### config.mk
export PLATFORM = sky130hd
export DESIGN_NAME = restoring_divider
export DESIGN_NICKNAME = d
export VERILOG_FILES = /design/src/rtl/div_pkg.sv /design/src/rtl/div_control.sv /design/src/rtl/restoring_divider.sv
export SDC_FILE = /design/constraint.sdc
export NUM_CORES = 1
export LEC_CHECK = 0
export BUFFER_PORTS_ARGS = -buffer_cell sky130_fd_sc_hd__buf_2
export CAP_MARGIN = 0
export CORE_MARGIN = 8
export CORE_UTILIZATION = 45
export CTS_BUF_LIST = sky130_fd_sc_hd__clkbuf_16
export DETAILED_ROUTE_END_ITERATION = 12
export PLACE_DENSITY = 0.65
export SLEW_MARGIN = 20
export SYNTH_ARGS = -nofsm -noshare
export SYNTH_HDL_FRONTEND = slang
export SYNTH_HIERARCHICAL = 1
export SYNTH_SLANG_ARGS = --single-unit
export TNS_END_PERCENT = 50
### constraint.sdc
create_clock -name Clk -period 2.7 [get_ports Clk]
set_clock_uncertainty 0.05 [all_clocks]
set_input_delay 0.54 -clock Clk [delete_from_list [all_inputs] [get_ports Clk]]
set_output_delay 0.54 -clock Clk [all_outputs]
set_load 0.1 [all_outputs]
### src/rtl/div_pkg.sv
// div_pkg: shared state encoding and default operand width for the restoring divider.
package div_pkg;
    localparam int DIV_WIDTH = 8;
    typedef enum logic [2:0] {S_IDLE, S_LOAD, S_SHIFT, S_TRIAL, S_FIX, S_DONE} div_state_t;
endpackage

### src/rtl/div_control.sv
// div_control: divider FSM and bit counter; emits per-state strobes plus Busy/Done.
// With DIV_SIGNED_EN a FIX state follows the final trial.
module div_control
    import div_pkg::*;
#(
    parameter int WIDTH = DIV_WIDTH
) (
    input  logic clk_i,
    input  logic rst_i,
    input  logic run_i,
    input  logic zero_i,
    output logic load_o,
    output logic shift_o,
    output logic trial_o,
    output logic fin_o,
    output logic busy_o,
    output logic done_o
);
    localparam int CW = $clog2(WIDTH);

    div_state_t state_q, state_d;
    logic [CW-1:0] cnt_q, cnt_d;
    logic last;

    always_ff @(posedge clk_i) begin
        if (rst_i) begin
            state_q <= S_IDLE;
            cnt_q   <= '0;
        end else begin
            state_q <= state_d;
            cnt_q   <= cnt_d;
        end
    end

    assign last = cnt_q == CW'(WIDTH - 1);

    always_comb begin
        state_d = state_q;
        cnt_d   = cnt_q;
        case (state_q)
            S_IDLE:  state_d = run_i ? S_LOAD : S_IDLE;
            S_LOAD: begin
                cnt_d   = '0;
                state_d = zero_i ? S_DONE : S_SHIFT;
            end
            S_SHIFT: state_d = S_TRIAL;
            S_TRIAL: begin
                cnt_d = cnt_q + CW'(1);
`ifdef DIV_SIGNED_EN
                state_d = last ? S_FIX : S_SHIFT;
`else
                state_d = last ? S_DONE : S_SHIFT;
`endif
            end
            S_FIX:   state_d = S_DONE;
            S_DONE:  state_d = run_i ? S_DONE : S_IDLE;
            default: state_d = S_IDLE;
        endcase
    end

    assign load_o  = state_q == S_LOAD;
    assign shift_o = state_q == S_SHIFT;
    assign trial_o = state_q == S_TRIAL;
    // fin_o marks the cycle whose closing edge enters DONE with a computed result
`ifdef DIV_SIGNED_EN
    assign fin_o   = state_q == S_FIX;
`else
    assign fin_o   = trial_o && last;
`endif
    assign busy_o  = load_o || shift_o || trial_o || state_q == S_FIX;
    assign done_o  = state_q == S_DONE;
endmodule

### src/rtl/restoring_divider.sv
// restoring_divider: sequential restoring divider, one shift/trial-subtract pair per quotient bit.
// Define DIV_SIGNED_EN for two's-complement operands (magnitude divide plus sign fix-up).
module restoring_divider
    import div_pkg::*;
#(
    parameter int WIDTH = DIV_WIDTH
) (
    input  logic             Clk,
    input  logic             Reset,
    input  logic             Run,
    input  logic [WIDTH-1:0] Dividend,
    input  logic [WIDTH-1:0] Divisor,
    output logic [WIDTH-1:0] Quotient,
    output logic [WIDTH-1:0] Remainder,
    output logic             Busy,
    output logic             Done,
    output logic             Div0
);
    logic load, shift, trial, fin, div_zero;
    logic [WIDTH-1:0] r_q, r_d, q_q, q_d, d_q, d_d, quo_q, quo_d, rem_q, rem_d, a_mag, b_mag;
    logic div0_q, div0_d;
    logic [WIDTH:0] diff;
`ifdef DIV_SIGNED_EN
    logic neg_q, neg_d, flip_q, flip_d;
    assign a_mag = Dividend[WIDTH-1] ? -Dividend : Dividend;
    assign b_mag = Divisor[WIDTH-1] ? -Divisor : Divisor;
`else
    assign a_mag = Dividend;
    assign b_mag = Divisor;
`endif

    assign div_zero = Divisor == '0;
    assign diff     = {1'b0, r_q} - {1'b0, d_q};

    div_control #(.WIDTH(WIDTH)) u_ctrl (
        .clk_i  (Clk),
        .rst_i  (Reset),
        .run_i  (Run),
        .zero_i (div_zero),
        .load_o (load),
        .shift_o(shift),
        .trial_o(trial),
        .fin_o  (fin),
        .busy_o (Busy),
        .done_o (Done)
    );

    always_ff @(posedge Clk) begin
        if (Reset) begin
            r_q    <= '0;
            q_q    <= '0;
            d_q    <= '0;
            quo_q  <= '0;
            rem_q  <= '0;
            div0_q <= 1'b0;
`ifdef DIV_SIGNED_EN
            neg_q  <= 1'b0;
            flip_q <= 1'b0;
`endif
        end else begin
            r_q    <= r_d;
            q_q    <= q_d;
            d_q    <= d_d;
            quo_q  <= quo_d;
            rem_q  <= rem_d;
            div0_q <= div0_d;
`ifdef DIV_SIGNED_EN
            neg_q  <= neg_d;
            flip_q <= flip_d;
`endif
        end
    end

    always_comb begin
        r_d    = r_q;
        q_d    = q_q;
        d_d    = d_q;
        quo_d  = quo_q;
        rem_d  = rem_q;
        div0_d = div0_q;
`ifdef DIV_SIGNED_EN
        neg_d  = neg_q;
        flip_d = flip_q;
`endif
        if (load) begin
            r_d    = '0;
            q_d    = a_mag;
            d_d    = b_mag;
            div0_d = div_zero;
`ifdef DIV_SIGNED_EN
            neg_d  = Dividend[WIDTH-1];
            flip_d = Dividend[WIDTH-1] ^ Divisor[WIDTH-1];
`endif
            // divide-by-zero skips the loop and reports the raw dividend
            if (div_zero) begin
                quo_d = '1;
                rem_d = Dividend;
            end
        end
        if (shift) {r_d, q_d} = {r_q, q_q} << 1;
        if (trial) begin
            r_d = diff[WIDTH] ? r_q : diff[WIDTH-1:0];
            q_d = {q_q[WIDTH-1:1], ~diff[WIDTH]};
        end
        if (fin) begin
`ifdef DIV_SIGNED_EN
            quo_d = flip_q ? -q_q : q_q;
            rem_d = neg_q ? -r_q : r_q;
`else
            quo_d = q_d;
            rem_d = r_d;
`endif
        end
    end

    assign Quotient  = quo_q;
    assign Remainder = rem_q;
    assign Div0      = div0_q;
endmodule

==> impl_metrics.py <==
metrics = {
    "run_status": {
        "outcome": "finished clean",
    },
    "final_layout": {
        "multi_input_area_um2": 1543,
        "seqCellArea_um2": 940.9,
        "final_util_pct": 54.25,
        "fill_cells": 553,
        "antenna_cells": 0,
        "drive_gt1_share_pct": 23.33,
        "layout-area-overhead-vs-synth_pct": 15.43,
        "fin_nets": 359,
    },
    "logic_synthesis": {
        "synth_area_leaders": "dfxtp_1, nor2_1, mux2i_1",
        "syn_inst": 295,
        "synth_compound_area_share_pct": 23.93,
        "synth_common_cells": "dfxtp_1, nor2_1, a21oi_1",
        "synth_top_area_share_pct": 36.14,
        "synth_top_family_by_area": "compound AO/OA/AOI/OAI gates",
        "synth_xor_area_share_pct": 1.009,
        "synthArstFlopShare_pct": 0,
        "seq_area_frac_synth_pct": 36.14,
        "synth_area_um2": 2604,
        "synth_flop_cell": "dfxtp_1",
        "synth.net_count": 325,
        "synth.largest_area_cell": "dfxtp_1",
        "muxShareOfSynthArea_pct": 9.226,
        "post_synth.cell_area_avg_um2": 8.826,
        "yosysMostFrequentCell": "dfxtp_1",
        "yosys.area_share.simple_pct": 19.03,
        "yosysWarningCount": 6,
        "synth_edf_count": 0,
        "synth_adder_area_share_pct": 5.574,
        "ys_ff_latch": 47,
        "ys_types": 48,
    },
    "sta": {
        "final_hold_viol_count": 0,
        "worst_slack_ns": 0.3956,
        "timing.final.crit_share_pct": 85.35,
        "worst_pin_slew_ns": 0.7327,
        "setup_violations": 0,
        "rsz0062_at_grt": "no",
        "setup_tns_ns": 0,
        "max_clock_freq_mhz": 434.0,
        "period_needed_ns": 2.304,
        "slew_headroom_pct": 51.15,
        "drv_slew": 0,
    },
    "floorplanning": {
        "dieHeight_um": 92.07,
        "start_util_pct": 47.00,
        "core_um2": 5540,
        "rows": 27,
        "dieArea_um2": 8476,
        "ios": 38,
        "die_x_um": 92.07,
    },
    "drt": {
        "via_per_inst": 5.674,
        "drc_errors": 0,
        "wl_mm": 6.298,
        "antenna_left": 0,
        "firstDrtPassIters": 4,
        "routedWlPerCell_um": 15.67,
        "drt_iter0_drc": 193,
        "num_vias": 2281,
    },
    "clock_network": {
        "clockBufferDepth": 2,
        "cts.sinks": 47,
        "cts_buffers": 5,
        "clock_latency_ns": 0.29,
        "post_cts_resized": 0,
        "hold_buffers": 0,
        "cts_tree": "yes",
        "cts_htree_levels": 2,
        "clkTransAtPathRegs_ns": 0.07,
        "cts_setup_buffers": 0,
        "cts_root_buffer": "clkbuf_16",
    },
    "worst_setup_path": {
        "arrival_ns": 2.46,
        "worstPathMaxFanout": 6,
        "cp_data_required_time_ns": 2.86,
        "startpoint_type": "flip-flop",
        "critical_path_class": "flip-flop to flip-flop",
        "worst_setup_path_end_kind": "flip-flop",
    },
    "placed_design": {
        "port_buffers": 37,
        "dp_hpwl_mm": 4.541,
        "place_ws_ns": 0.4367,
        "gp_congestion": 0.8394,
    },
    "global_routing": {
        "grt_pass1_wl_mm": 10.49,
        "antenna_found_initial": 0,
        "grt_max_degree": 31,
        "grt_usage_pct": 14.92,
        "grt_pass1_vias": 2179,
        "grt_remaining_overflow": 0,
    },
    "min_path": {
        "holdCritPathClass": "flip-flop to flip-flop",
    },
    "pwr": {
        "power_density_nw_per_um2": 560.9,
        "ir_drop_v": 0.0003088,
        "leakagePower_nw": 1.267,
    },
    "job": {
        "maxCapViolations": 0,
    },
}
==> routing by layer <==
layer  vias to the layer above  global-route usage [%]  part of all wire (%)
li1                       1144                       -                     -
met3                        10                   3.504                   5.5
met1                      1074                   19.46                    48
met2                        53                   23.42                    45
met5                         -                       0                     0
met4                         0                   5.235                   1.6
==> layout by cell type, fill, tap and decap left out, types with 2 or more instances in the layout <==
master / count
nor2b_1: 5
o21ai_0: 9
a31oi_1: 4
nand3_1: 4
o32ai_1: 3
a211oi_1: 5
dfxtp_1: 47
o21a_1: 4
nor3_1: 6
nor3b_1: 3
nand4_1: 2
clkbuf_16: 5
nand2_1: 9
buf_2: 37
nand2b_1: 6
mux2i_1: 15
o31a_1: 4
o21ai_2: 5
buf_4: 9
inv_1: 11
nor2_1: 46
ha_1: 10
xnor2_1: 2
or2_2: 2
a21o_1: 4
a22oi_1: 7
a221oi_1: 12
or4_4: 2
a21oi_1: 23
mux2_4: 6
and2_1: 2
==> metrics by stage <==
| stage | std cells | power (W) | hold slack (ns) | area, um^2 |
|---|---|---|---|---|
| 6_report | 402 | 0.001686 | 0.4179 | 3005 |
| 5_1_grt | 402 | 0.001758 | 0.4411 | 3005 |
| 4_1_cts | 402 | 0.001692 | 0.4162 | 3005 |
| 3_5_place_dp | 394 | 0.001092 | 0.4076 | 2864 |
| 3_3_place_gp | 394 | 0.001088 | 0.3948 | 2864 |
| 2_1_floorplan | 295 | 0.001012 | 0.3795 | 2611 |
==> registers in the layout, summed over array words and instances, names as in the netlist <==
signal / cells
u_ctrl/state_q: 3
Div0: 1
r_q: 8
Quotient: 8
u_ctrl/cnt_q: 3
q_q: 8
Remainder: 8
d_q: 8
==> worst max-delay path, stage by stage, from the launching register on <==
cell      delay, ns
dfxtp_1        0.33
inv_1          0.07
ha_1           0.23
fa_1           0.38
nor2b_1        0.16
o21a_1         0.19
o21ai_2        0.11
and2_4         0.18
o31a_1         0.31
a211oi_1       0.22
==> final cells by class <==
type                            instances  share of cell area, %
Clock buffer                            5                  4.163
Multi-Input combinational cell        219                  51.33
Timing Repair Buffer                   46                  8.410
Inverter                               10                  1.249
Clock inverter                          3                 0.5412
Sequential cell                        47                  31.31
Tap cell                               72                  2.998
==> cells by family (layout without fill, tap and decap cells) <==
| family | after synthesis | count (layout) |
|---|---|---|
| buf+inv | 29 | 64 |
| mux | 21 | 21 |
| compound gates | 87 | 87 |
| xor+xnor | 3 | 3 |
| simple gates | 97 | 97 |
| flops | 47 | 47 |
| fa+ha+maj | 11 | 11 |
==> report_power, final <==
part | internal, W | switching [W] | leakage, nW
clock | 0.000338 | 0.000265 | 0.0726
combinational | 0.000140 | 0.000206 | 0.813
sequential | 0.000716 | 0.0000207 | 0.381
total | 0.00119 | 0.000492 | 1.27
==> path summary, 6_finish.rpt <==
path | start | endpoint | slack, ns | cells past startpoint
max | r_q[0]$_SDFF_PP0_ | r_q[5]$_SDFF_PP0_ | 0.40 | 9
min | u_ctrl/cnt_q[1]$_SDFFE_PP0P_ | u_ctrl/cnt_q[1]$_SDFFE_PP0P_ | 0.42 | 2
max reg2reg | r_q[0]$_SDFF_PP0_ | r_q[5]$_SDFF_PP0_ | 0.40 | 9
min reg2reg | u_ctrl/cnt_q[1]$_SDFFE_PP0P_ | u_ctrl/cnt_q[1]$_SDFFE_PP0P_ | 0.42 | 2
No activity file was read; power rests on OpenSTA's default activity.
